[src/rtl/fetch_unit.sv]
// Instruction fetch unit: IDLE/FETCH/EXEC sequencer that owns the PC, fetches one
// instruction per visit to FETCH and retires it when EXEC is left without a stall.
module fetch_unit #(
  parameter int unsigned    WL       = 32,
  parameter logic [WL-1:0]  RESET_PC = '0
) (
  input  logic          CLK,
  input  logic          RST,
  input  logic          Branch,
  input  logic          Jump,
  input  logic          Zero,
  input  logic [WL-1:0] SImm,
  input  logic          Stall,
  output logic          IMReq,
  output logic [WL-1:0] IMAddr,
  input  logic [31:0]   IMRdata,
  input  logic          IMValid,
  output logic [31:0]   Instr,
  output logic [5:0]    Opcode,
  output logic [5:0]    funct,
  output logic          InstrValid,
  output logic [WL-1:0] PC,
  output logic [WL-1:0] PCPlus4,
  output logic [31:0]   InstrCount
);

  typedef enum logic [1:0] {
    IDLE  = 2'd0,
    FETCH = 2'd1,
    EXEC  = 2'd2
  } state_t;

  state_t        state;
  state_t        state_next;
  logic          armed;
  logic [WL-1:0] next_pc;

  assign PCPlus4    = PC + WL'(4);
  assign Opcode     = Instr[31:26];
  assign funct      = Instr[5:0];
  assign IMReq      = (state == FETCH);
  assign IMAddr     = PC;
  assign InstrValid = (state == EXEC);

  // Jump is tested first so an unknown Branch can never steer a jump.
  always_comb begin
    // NOTE: every variable assigned in always_comb gets a default first, so no
    // path through the block can leave it unassigned and infer a latch.
    next_pc = PCPlus4;
    if (Jump) begin
      next_pc = {PCPlus4[WL-1:28], Instr[25:0], 2'b00};
    end else if (Branch && Zero) begin
      next_pc = PCPlus4 + (SImm << 2);
    end
  end

  // The first edge after reset release only arms the sequencer, so IMReq rises
  // on the second edge and a partial cycle after release never counts as IDLE.
  always_comb begin
    state_next = state;
    unique case (state)
      IDLE:    if (armed)    state_next = FETCH;
      FETCH:   if (IMValid)  state_next = EXEC;
      EXEC:    if (!Stall)   state_next = FETCH;
      default:               state_next = IDLE;
    endcase
  end

  // NOTE: state registers use non-blocking assignments so every flop samples the
  // pre-edge values of the others, independent of statement order.
  always_ff @(posedge CLK or posedge RST) begin
    if (RST) begin
      state      <= IDLE;
      armed      <= 1'b0;
      PC         <= RESET_PC;
      Instr      <= '0;
      InstrCount <= '0;
    end else begin
      state <= state_next;
      armed <= 1'b1;
      if (state == FETCH && IMValid) begin
        Instr <= IMRdata;
      end
      if (state == EXEC && !Stall) begin
        PC         <= next_pc;
        InstrCount <= InstrCount + 32'd1;
      end
    end
  end

endmodule

[config.mk]
export PLATFORM = sky130hd
export DESIGN_NAME = fetch_unit
export DESIGN_NICKNAME = d
export VERILOG_FILES = /design/src/rtl/fetch_unit.sv
export SDC_FILE = /design/constraint.sdc
export NUM_CORES = 1
export LEC_CHECK = 0
export ABC_CLOCK_PERIOD_IN_PS = 3900
export BUFFER_PORTS_ARGS = -buffer_cell sky130_fd_sc_hd__buf_2
export CORE_AREA = 2 2 153 155
export DETAILED_ROUTE_END_ITERATION = 10
export DIE_AREA = 0 0 155 157
export SLEW_MARGIN = 20
export SYNTH_ARGS = -nofsm -noshare
export SYNTH_HDL_FRONTEND = slang
export SYNTH_SLANG_ARGS = --single-unit
[constraint.sdc]
create_clock -name CLK -period 3.9 [get_ports CLK]
set_clock_uncertainty 0.05 [all_clocks]
set_input_delay 0.78 -clock CLK [delete_from_list [all_inputs] [get_ports CLK]]
set_output_delay 0.78 -clock CLK [all_outputs]
set_load 0.1 [all_outputs]
==> results.cfg, run 1 <==
[routing]
remaining_drc_errors = 0
wirelength_um = 20800
vias_per_cell = 4.86
detailedRoute.firstPassIterationCount = 4
drt_iter0_markers = 236
final_antenna_net_count = 0
avgRoutedWirePerCell_um = 16.7
num_vias = 6052

[setup_path]
critical_path.cell_chain = and3_4 > and4_4 > and3_1 > nand4_1 > xnor2_4 > ha_1 > a21oi_1 > o21ai_1 > a21oi_1 > o21ai_1 > a2111o_1 > a311o_1 > xor2_1 > and3_4 > o31ai_2
critical_path.top_delay_family = compound AO/OA/AOI/OAI gates
cell_with_the_largest_stage_delay_on_the_worst_path = sky130_fd_sc_hd__dfrtp_2
required_ps = 4100
timing.setup.critical_path_class = reg2reg
max_stage_delay_ps = 430
timing.critical_path.buf_inv = 0
worst_ep_arrival_ps = 3880
worst_setup_path_start_kind = register
worst_setup_path_end_kind = register
critPathMaxFanout = 5

[sta]
final-setup-viol-count = 0
hold_viol = 0
setup_repair_after_global_routing_missed_its_margin = false
timing.final.crit_share = 0.944
worstMarginPinSlew_ps = 915
final.hold.worst_slack_ps = 427
setup_slack_ps = 220
worst_slew_margin_rel = 0.389
layout_min_cycle_time_ps = 3680
setup_total_negative_slack_ps = 0
slew_violations = 0
max_freq_mhz = 272

[cells_and_area]
fin_nets = 1061
final_cell_count_no_fill = 1244
seq_area_um2 = 2460
fillerInstances = 2264
multi_input_comb_area_um2 = 4470
areaGrowthSynthToFinish_pct = 35.9
post_route_cells_drive_above_1_share = 0.422

[global_routing]
grt.overflow.total = 0
initial_antenna_violation_count = 1
first_pass_grt_wire_length_um = 32300
grt_util_all_layers = 0.169
pin_count_of_the_biggest_net_entering_global_routing = 79
via_count_of_the_first_global_routing_pass = 5784

[clock_tree]
clock_tree.htree_level_count = 3
clk_latency_ps = 340
clock_transition_at_path_regs_ps = 70
ctsHoldBuffers = 0
clock_tree.buffer_depth = 2
clock_sinks = 97
clk_root_buffer_cell = sky130_fd_sc_hd__clkbuf_16
number_of_buffers_added_by_the_clock_tree_synthesis_step = 9
cts_tree = built

[logic_synthesis]
syn-cell-area_um2 = 6680
synth.area.mux_share = 0.0599
synth-compound-area-share = 0.167
postSynthAreaPerCell_um2 = 9.08
ys_dominant_reg_cell = sky130_fd_sc_hd__dfrtp_1
ys_top_cells_by_count = sky130_fd_sc_hd__dfrtp_1, sky130_fd_sc_hd__nand2_1, sky130_fd_sc_hd__xnor2_1
synth_cell_type_count = 55
largest_family_of_logic_cells_by_synthesized_area = compound AO/OA/AOI/OAI gates
ys_ff_latch = 97
area_share_of_the_largest_cell_type_after_synthesis = 0.363
yosysWarnings = 0
syn_inst = 736
synthXorXnorAreaFrac = 0.104
number_of_enable_type_register_cells_in_the_synthesized_netlist = 0
postSynth.asyncResetShare = 1.00
synth-simple-area-share = 0.160
yosys.area.top_type = sky130_fd_sc_hd__dfrtp_1
yosysSeqAreaShare = 0.363
synth_fa_ha_area_frac = 0.0723
synth_most_common_cell = sky130_fd_sc_hd__dfrtp_1
post_synth_main_area_contributors = sky130_fd_sc_hd__dfrtp_1, sky130_fd_sc_hd__xnor2_1, sky130_fd_sc_hd__ha_1

[placed_design]
worst_setup_timing_slack_at_the_placement_stage_ps = 229
dp_hpwl_um = 16700
dp.cells = 1226
io_buffers = 236
globalplace.congestion = 0.852

[floorplanning]
die_x_um = 155
initial_core_util = 0.297
die_h_um = 157
placementRows = 55
core-area_um2 = 22500
area_of_the_die_um2 = 24300
top_level_ports = 245

[job]
max-cap-violations = 0

[worst_hold_path]
min_path_type = reg2reg

[run_status]
status = completed
[layout make-up]
type                       count  area share
clock inverter                 6      0.0101
antenna                        2    0.000551
clock buffer                  10      0.0252
timing repair buffer         268       0.157
inverter                      13     0.00593
tap                          285      0.0393
sequential                    97       0.270
multi-input combinational    563       0.492
[final timing paths]
| path | start | endpoint | slack [ps] | depth (start not counted) |
|---|---|---|---|---|
| hold reg to reg | InstrCount[31]$_DFFE_PP0P_ | InstrCount[31]$_DFFE_PP0P_ | 430 | 1 |
| max in group asynchronous | RST | Instr[22]$_DFFE_PP0P_ | 2610 | 3 |
| hold / removal | InstrCount[31]$_DFFE_PP0P_ | InstrCount[31]$_DFFE_PP0P_ | 430 | 1 |
| setup / recovery | IMAddr[6]$_DFFE_PP0P_ | IMAddr[31]$_DFFE_PP0P_ | 220 | 15 |
| min in group asynchronous | RST | InstrCount[26]$_DFFE_PP0P_ | 520 | 2 |
| setup reg to reg | IMAddr[6]$_DFFE_PP0P_ | IMAddr[31]$_DFFE_PP0P_ | 220 | 15 |
[registers in the layout, indices dropped and copies added, names as in the netlist]
name        flops
InstrCount     32
Instr          32
IMAddr         30
state           2
armed           1
[kinds of logic (layout without fill, tap and decap cells)]
logic type	count (synthesis)	in the layout
buf+inv	81	297
simple gates	225	225
mux	36	36
other cells	2	9
xor+xnor	79	79
fa+ha+maj	38	38
compound gates	178	178
flops	97	97
[stage by stage]
stage	utilization	cell area [um^2]
after global placement	0.389	8750
after CTS	0.403	9070
after floorplan	-	7400
after detailed placement	0.389	8750
final	0.404	9080
after global routing	0.403	9070
[per-layer routing]
layer	up-vias	wire, um	GRT usage
met1	2859	9790	0.236
met3	20	1400	0.0413
met5	-	0	0
met4	0	330	0.0485
li1	3015	-	-
met2	158	9250	0.261
[what timing repair did]
item | CTS | global route
hold endpoints to repair | 0 | 0
endpoints found under the setup margin | 0 | 1
buffers inserted | 0 | 0
resized for setup | 0 | 2
[cells in the final DEF, fill, tap and decap left out, types with 3 or more instances in the layout]
master,synthesis,routed
sky130_fd_sc_hd__xnor2_4,0,14
sky130_fd_sc_hd__o21bai_1,9,9
sky130_fd_sc_hd__nand2_1,79,77
sky130_fd_sc_hd__mux2_2,32,32
sky130_fd_sc_hd__buf_4,48,32
sky130_fd_sc_hd__nand4_1,12,12
sky130_fd_sc_hd__mux2i_1,4,4
sky130_fd_sc_hd__and3_1,18,15
sky130_fd_sc_hd__buf_2,0,236
sky130_fd_sc_hd__xor2_4,0,8
sky130_fd_sc_hd__xnor2_2,0,4
sky130_fd_sc_hd__a21o_1,10,10
sky130_fd_sc_hd__and2_1,8,6
sky130_fd_sc_hd__or3_1,7,7
sky130_fd_sc_hd__xor2_1,26,16
sky130_fd_sc_hd__o211ai_1,7,7
sky130_fd_sc_hd__nor3_1,5,4
sky130_fd_sc_hd__dfrtp_2,0,23
sky130_fd_sc_hd__a21oi_1,46,45
sky130_fd_sc_hd__and3_4,1,3
sky130_fd_sc_hd__nand3_1,26,25
sky130_fd_sc_hd__o21a_1,4,4
sky130_fd_sc_hd__and4_1,7,4
sky130_fd_sc_hd__a211oi_1,10,10
sky130_fd_sc_hd__ha_1,37,25
sky130_fd_sc_hd__xnor2_1,53,35
sky130_fd_sc_hd__conb_1,2,7
sky130_fd_sc_hd__nor2_1,51,49
sky130_fd_sc_hd__inv_1,13,12
sky130_fd_sc_hd__nor2b_1,4,4
sky130_fd_sc_hd__nand2b_1,3,3
sky130_fd_sc_hd__clkbuf_16,0,9
sky130_fd_sc_hd__o21ai_1,9,10
sky130_fd_sc_hd__o22ai_1,5,5
sky130_fd_sc_hd__o21ai_0,47,46
sky130_fd_sc_hd__dfrtp_1,97,74
sky130_fd_sc_hd__ha_4,0,12
sky130_fd_sc_hd__a31oi_1,9,9
Power of run 1 is left out: the tool's default activity adds up to more than one toggle a clock period on the data nets, which glitch-free logic cannot reach.
==> run 2, diff against run 1 <==
--- a/config.mk
+++ b/config.mk
@@ -10,6 +10,7 @@
 export CORE_AREA = 2 2 153 155
 export DETAILED_ROUTE_END_ITERATION = 10
 export DIE_AREA = 0 0 155 157
+export REMOVE_ABC_BUFFERS = 1
 export SLEW_MARGIN = 20
 export SYNTH_ARGS = -nofsm -noshare
 export SYNTH_HDL_FRONTEND = slang
==> run 2 against run 1 <==
  * Flip-flop and latch count unchanged
  * Critical path depth is the same
  * Setup slack worse by 130 ps
  * Count of clock-buffer cells in the layout grew 1
  * Sequential share of layout area is 0.97 points higher
  * Routed wire length is 1.1% higher
  * Die area did not move
  * Final cell count rose by 1.4%
  * Global-route usage fell by 0.094 points
  * Via count rose by 2.0%
  * Critical path type unchanged
==> results.cfg, run 2 (synthesized netlist as in run 1, its figures left out) <==
[floorplanning]
top_level_ports = 245
core-area_um2 = 22500
die_x_um = 155
placementRows = 55
die_h_um = 157
initial_core_util = 0.297
area_of_the_die_um2 = 24300

[routing]
vias_per_cell = 4.90
drt_iter0_markers = 261
final_antenna_net_count = 0
wirelength_um = 21000
remaining_drc_errors = 0
detailedRoute.firstPassIterationCount = 4
num_vias = 6174
avgRoutedWirePerCell_um = 16.6

[sta]
max_freq_mhz = 263
worst_slew_margin_rel = 0.347
hold_viol = 0
timing.final.crit_share = 0.977
worstMarginPinSlew_ps = 976
slew_violations = 0
final.hold.worst_slack_ps = 423
layout_min_cycle_time_ps = 3810
final-setup-viol-count = 0

[setup_path]
critPathMaxFanout = 4
max_stage_delay_ps = 470
cell_with_the_largest_stage_delay_on_the_worst_path = sky130_fd_sc_hd__a2111o_1
timing.setup.critical_path_class = reg2reg
worst_ep_arrival_ps = 4010
timing.reg2reg.setup_slack_ps = 90
required_ps = 4100
worst_setup_path_start_kind = register
worst_setup_path_end_kind = register
critical_path.cell_chain = ha_4 > and2_1 > and2_4 > and3_4 > xor2_4 > ha_4 > o21ai_2 > o21bai_2 > a221oi_2 > o22ai_2 > a2111o_1 > a311o_1 > xor2_2 > and3_4 > o31ai_2

[clock_tree]
number_of_buffers_added_by_the_clock_tree_synthesis_step = 9
clock_transition_at_path_regs_ps = 70
cts_tree = built
clock_tree.buffer_depth = 2
clock_tree.htree_level_count = 3
clk_root_buffer_cell = sky130_fd_sc_hd__clkbuf_16
clk_latency_ps = 340
clock_sinks = 97

[placed_design]
io_buffers = 236
placed_cell_area_um2 = 8210
dp_hpwl_um = 16600
globalplace.congestion = 0.863

[global_routing]
initial_antenna_violation_count = 2
grt_util_all_layers = 0.168
pin_count_of_the_biggest_net_entering_global_routing = 58
via_count_of_the_first_global_routing_pass = 5866
grt.overflow.total = 0
first_pass_grt_wire_length_um = 32100

[cells_and_area]
fin_nets = 1080
post_route_cells_drive_above_1_share = 0.370
final_common_cell = sky130_fd_sc_hd__buf_2
layout.cells.most_common_list = sky130_fd_sc_hd__buf_2, sky130_fd_sc_hd__dfrtp_1, sky130_fd_sc_hd__nand2_1
areaGrowthSynthToFinish_pct = 29.6
final_design_area_no_fill_um2 = 8660

[worst_hold_path]
min_path_type = reg2reg

[job]
max-cap-violations = 0

[run_status]
status = completed
-- run 2: changes by cell type in the layout (fill, tap and decap cells not counted), moves of 2 or more --
cell	before	now
sky130_fd_sc_hd__xnor2_4	14	0
sky130_fd_sc_hd__xor2_4	8	1
sky130_fd_sc_hd__clkinvlp_4	0	2
sky130_fd_sc_hd__ha_1	25	33
sky130_fd_sc_hd__inv_6	2	0
sky130_fd_sc_hd__buf_4	32	48
sky130_fd_sc_hd__buf_12	0	3
sky130_fd_sc_hd__ha_4	12	3
sky130_fd_sc_hd__xnor2_1	35	49
sky130_fd_sc_hd__dfrtp_1	74	97
sky130_fd_sc_hd__dfrtp_2	23	0
sky130_fd_sc_hd__xor2_1	16	23
sky130_fd_sc_hd__and3_1	15	17
-- run 2: final timing paths --
kind                       cells after the start                       start                    endpoint
setup / recovery                              15       IMAddr[2]$_DFFE_PP0P_      IMAddr[31]$_DFFE_PP0P_
setup reg to reg                              15       IMAddr[2]$_DFFE_PP0P_      IMAddr[31]$_DFFE_PP0P_
max in group asynchronous                      3                         RST  InstrCount[11]$_DFFE_PP0P_
hold / removal                                 1  InstrCount[31]$_DFFE_PP0P_  InstrCount[31]$_DFFE_PP0P_
hold reg to reg                                1  InstrCount[31]$_DFFE_PP0P_  InstrCount[31]$_DFFE_PP0P_
min in group asynchronous                      2                         RST       Instr[29]$_DFFE_PP0P_
-- run 2: worst max-delay path, delay by kind of cell (launching register included) --
| kind | cells | cell delay [ps] |
|---|---|---|
| adder cells (fa/ha/maj) | 2 | 460 |
| AND/OR/NAND/NOR | 4 | 730 |
| XOR/XNOR | 2 | 360 |
| AO/OA/AOI/OAI | 7 | 1690 |
| flip-flops | 1 | 420 |
-- run 2: stage by stage --
step | setup WS [ps] | instances | TNS [ps] | utilization
after CTS | 34.2 | 1257 | 0 | 0.378
final | 91.6 | 1261 | 0 | 0.385
after global placement | 126 | 1242 | 0 | 0.365
after detailed placement | 63.7 | 1242 | 0 | 0.365
after global routing | -18.5 | 1261 | -18.5 | 0.385
after floorplan | -2590 | 673 | -85340 | -
-- run 2: final cells by class --
cell class                      instances  area [um^2]
Tap cell                              285          357
Timing Repair Buffer                  287         1610
Clock inverter                          4         53.8
Fill cell                            2272        13800
Multi-Input combinational cell        563         3920
Clock buffer                           11          243
Inverter                               13         51.3
Antenna cell                            1         2.50
Sequential cell                        97         2430
-- run 2: timing repair --
item / CTS / global route
resized for setup: 0 / 24
buffers inserted: 0 / 3
hold buffers: 0 / 0
endpoints found under the setup margin: 0 / 3
-- run 2: per-layer routing --
layer | vias to the layer above | track usage | part of all wire
met5 | - | 0 | 0.00062
met4 | 2 | 0.0489 | 0.011
met3 | 15 | 0.0275 | 0.045
met2 | 159 | 0.281 | 0.49
met1 | 2960 | 0.225 | 0.45
li1 | 3038 | - | -
Power of run 2 is left out for the same reason.
==> run 3, diff against run 2 <==
--- a/config.mk
+++ b/config.mk
@@ -7,9 +7,9 @@
 export LEC_CHECK = 0
 export ABC_CLOCK_PERIOD_IN_PS = 3900
 export BUFFER_PORTS_ARGS = -buffer_cell sky130_fd_sc_hd__buf_2
-export CORE_AREA = 2 2 153 155
+export CORE_AREA = 3 3 154 156
 export DETAILED_ROUTE_END_ITERATION = 10
-export DIE_AREA = 0 0 155 157
+export DIE_AREA = 0 0 157 159
 export REMOVE_ABC_BUFFERS = 1
 export SLEW_MARGIN = 20
 export SYNTH_ARGS = -nofsm -noshare
==> run 3 against run 2 <==
  * Die area rose by 2.6%
  * Worst hold slack about the same
  * Global-route usage down 0.28 points
  * Sequential share of layout area is essentially flat
  * Critical path type unchanged
==> results.cfg, run 3 (synthesized netlist as in run 1, its figures left out) <==
[cells_and_area]
layout.cells.most_common_list = sky130_fd_sc_hd__buf_2, sky130_fd_sc_hd__dfrtp_1, sky130_fd_sc_hd__nand2_1
fillerInstances = 2321
final_common_cell = sky130_fd_sc_hd__buf_2
seq_area_um2 = 2430
multi_input_comb_area_um2 = 3900
fin_nets = 1084
final_cell_count_no_fill = 1266
final_design_area_no_fill_um2 = 8660
post_route_cells_drive_above_1_share = 0.379
areaGrowthSynthToFinish_pct = 29.6

[clock_tree]
clk_root_buffer_cell = sky130_fd_sc_hd__clkbuf_16
ctsHoldBuffers = 0
clock_sinks = 97
clock_tree.htree_level_count = 3
cts_tree = built
clk_latency_ps = 340
clock_tree.buffer_depth = 2
number_of_buffers_added_by_the_clock_tree_synthesis_step = 9
clock_transition_at_path_regs_ps = 70

[floorplanning]
die_x_um = 157
die_h_um = 159
top_level_ports = 245
area_of_the_die_um2 = 25000
core-area_um2 = 22500
placementRows = 55
initial_core_util = 0.297

[worst_hold_path]
min_path_type = reg2reg
hold_path.startpoint = InstrCount[31]$_DFFE_PP0P_
worst_hold_path.num_cells = 1

[sta]
worst_slew_margin_rel = 0.341
setup_slack_ps = 92.1
setup_repair_after_global_routing_missed_its_margin = true
slew_violations = 0
hold_viol = 0
layout_min_cycle_time_ps = 3810
timing.final.crit_share = 0.976
worstMarginPinSlew_ps = 987
max_freq_mhz = 263
final-setup-viol-count = 0

[global_routing]
initial_antenna_violation_count = 2
via_count_of_the_first_global_routing_pass = 5996
grt_util_all_layers = 0.166
grt.overflow.total = 0
first_pass_grt_wire_length_um = 33100
pin_count_of_the_biggest_net_entering_global_routing = 65

[placed_design]
dp_hpwl_um = 16800
worst_setup_timing_slack_at_the_placement_stage_ps = 126
placed_cell_area_um2 = 8180
io_buffers = 236
globalplace.congestion = 0.866
dp.cells = 1242

[setup_path]
timing.critical_path.buf_inv = 1
critical_path.top_delay_family = compound AO/OA/AOI/OAI gates
worst_setup_path_start_kind = register
max_stage_delay_ps = 480
critical_path.startpoint = IMAddr[5]$_DFFE_PP0P_
number_of_gates_on_the_worst_path_with_buffers_counted = 15
worst_r2r_startpoint = IMAddr[5]$_DFFE_PP0P_
worst_setup_path_end_kind = register
timing.setup.critical_path_class = reg2reg
critical_path.cell_chain = and3_1 > buf_4 > and2_4 > and3_4 > xor2_2 > ha_1 > o21ai_2 > o21bai_2 > a221oi_2 > o22ai_2 > a2111o_1 > a311o_1 > xor2_1 > a21oi_2 > o31ai_2
cell_with_the_largest_stage_delay_on_the_worst_path = sky130_fd_sc_hd__a2111o_1
required_ps = 4090
reg2reg_depth = 15
critPathMaxFanout = 4
worst_ep_arrival_ps = 4000

[run_status]
status = completed

[routing]
avgRoutedWirePerCell_um = 16.8
wirelength_um = 21300
final_antenna_net_count = 0
remaining_drc_errors = 0
detailedRoute.firstPassIterationCount = 5
num_vias = 6166
vias_per_cell = 4.87
drt_iter0_markers = 326

[job]
max-cap-violations = 0
==> run 3: path summary, 6_finish.rpt <==
check	to	slack [ps]
setup / recovery	IMAddr[31]$_DFFE_PP0P_	90
hold / removal	InstrCount[31]$_DFFE_PP0P_	420
setup reg to reg	IMAddr[31]$_DFFE_PP0P_	90
hold reg to reg	InstrCount[31]$_DFFE_PP0P_	420
max in group asynchronous	IMAddr[23]$_DFFE_PP0P_	2420
min in group asynchronous	Instr[30]$_DFFE_PP0P_	560
==> run 3: metal layers <==
| layer | GRT usage | vias to the layer above | wire length, um |
|---|---|---|---|
| li1 | - | 3049 | - |
| met1 | 0.227 | 2944 | 9770 |
| met2 | 0.271 | 143 | 10200 |
| met3 | 0.0196 | 28 | 825 |
| met4 | 0.0525 | 2 | 471 |
| met5 | 0 | - | 13 |
==> run 3: metrics by stage <==
| stage | setup TNS (ps) | hold slack (ps) | util |
|---|---|---|---|
| after detailed placement | 0 | 414 | 0.364 |
| final | 0 | 424 | 0.385 |
| after global placement | 0 | 409 | 0.364 |
| after floorplan | -85340 | 401 | - |
| after global routing | -108 | 430 | 0.385 |
| after CTS | 0 | 424 | 0.377 |
==> run 3: worst register-to-register path, cell delays in order (launching register included) <==
cell	delay [ps]
sky130_fd_sc_hd__dfrtp_1	380
sky130_fd_sc_hd__and3_1	210
sky130_fd_sc_hd__buf_4	150
sky130_fd_sc_hd__and2_4	160
sky130_fd_sc_hd__and3_4	180
sky130_fd_sc_hd__xor2_2	150
sky130_fd_sc_hd__ha_1	360
sky130_fd_sc_hd__o21ai_2	90
sky130_fd_sc_hd__o21bai_2	110
sky130_fd_sc_hd__a221oi_2	250
sky130_fd_sc_hd__o22ai_2	160
sky130_fd_sc_hd__a2111o_1	490
sky130_fd_sc_hd__a311o_1	400
sky130_fd_sc_hd__xor2_1	250
sky130_fd_sc_hd__a21oi_2	90
sky130_fd_sc_hd__o31ai_2	230
==> run 3: layout make-up <==
cell class / instances / area share
multi-input combinational: 563 / 0.451
sequential: 97 / 0.280
timing repair buffer: 291 / 0.186
tap: 285 / 0.0412
clock buffer: 11 / 0.0280
clock inverter: 5 / 0.00737
inverter: 13 / 0.00592
antenna: 1 / 0.000289
==> run 3: what timing repair did <==
action                                  4_1_cts  5_1_grt
endpoints found under the setup margin        0        4
gates resized for setup                       0       28
buffers inserted                              0        7
Power of run 3 is left out for the same reason.
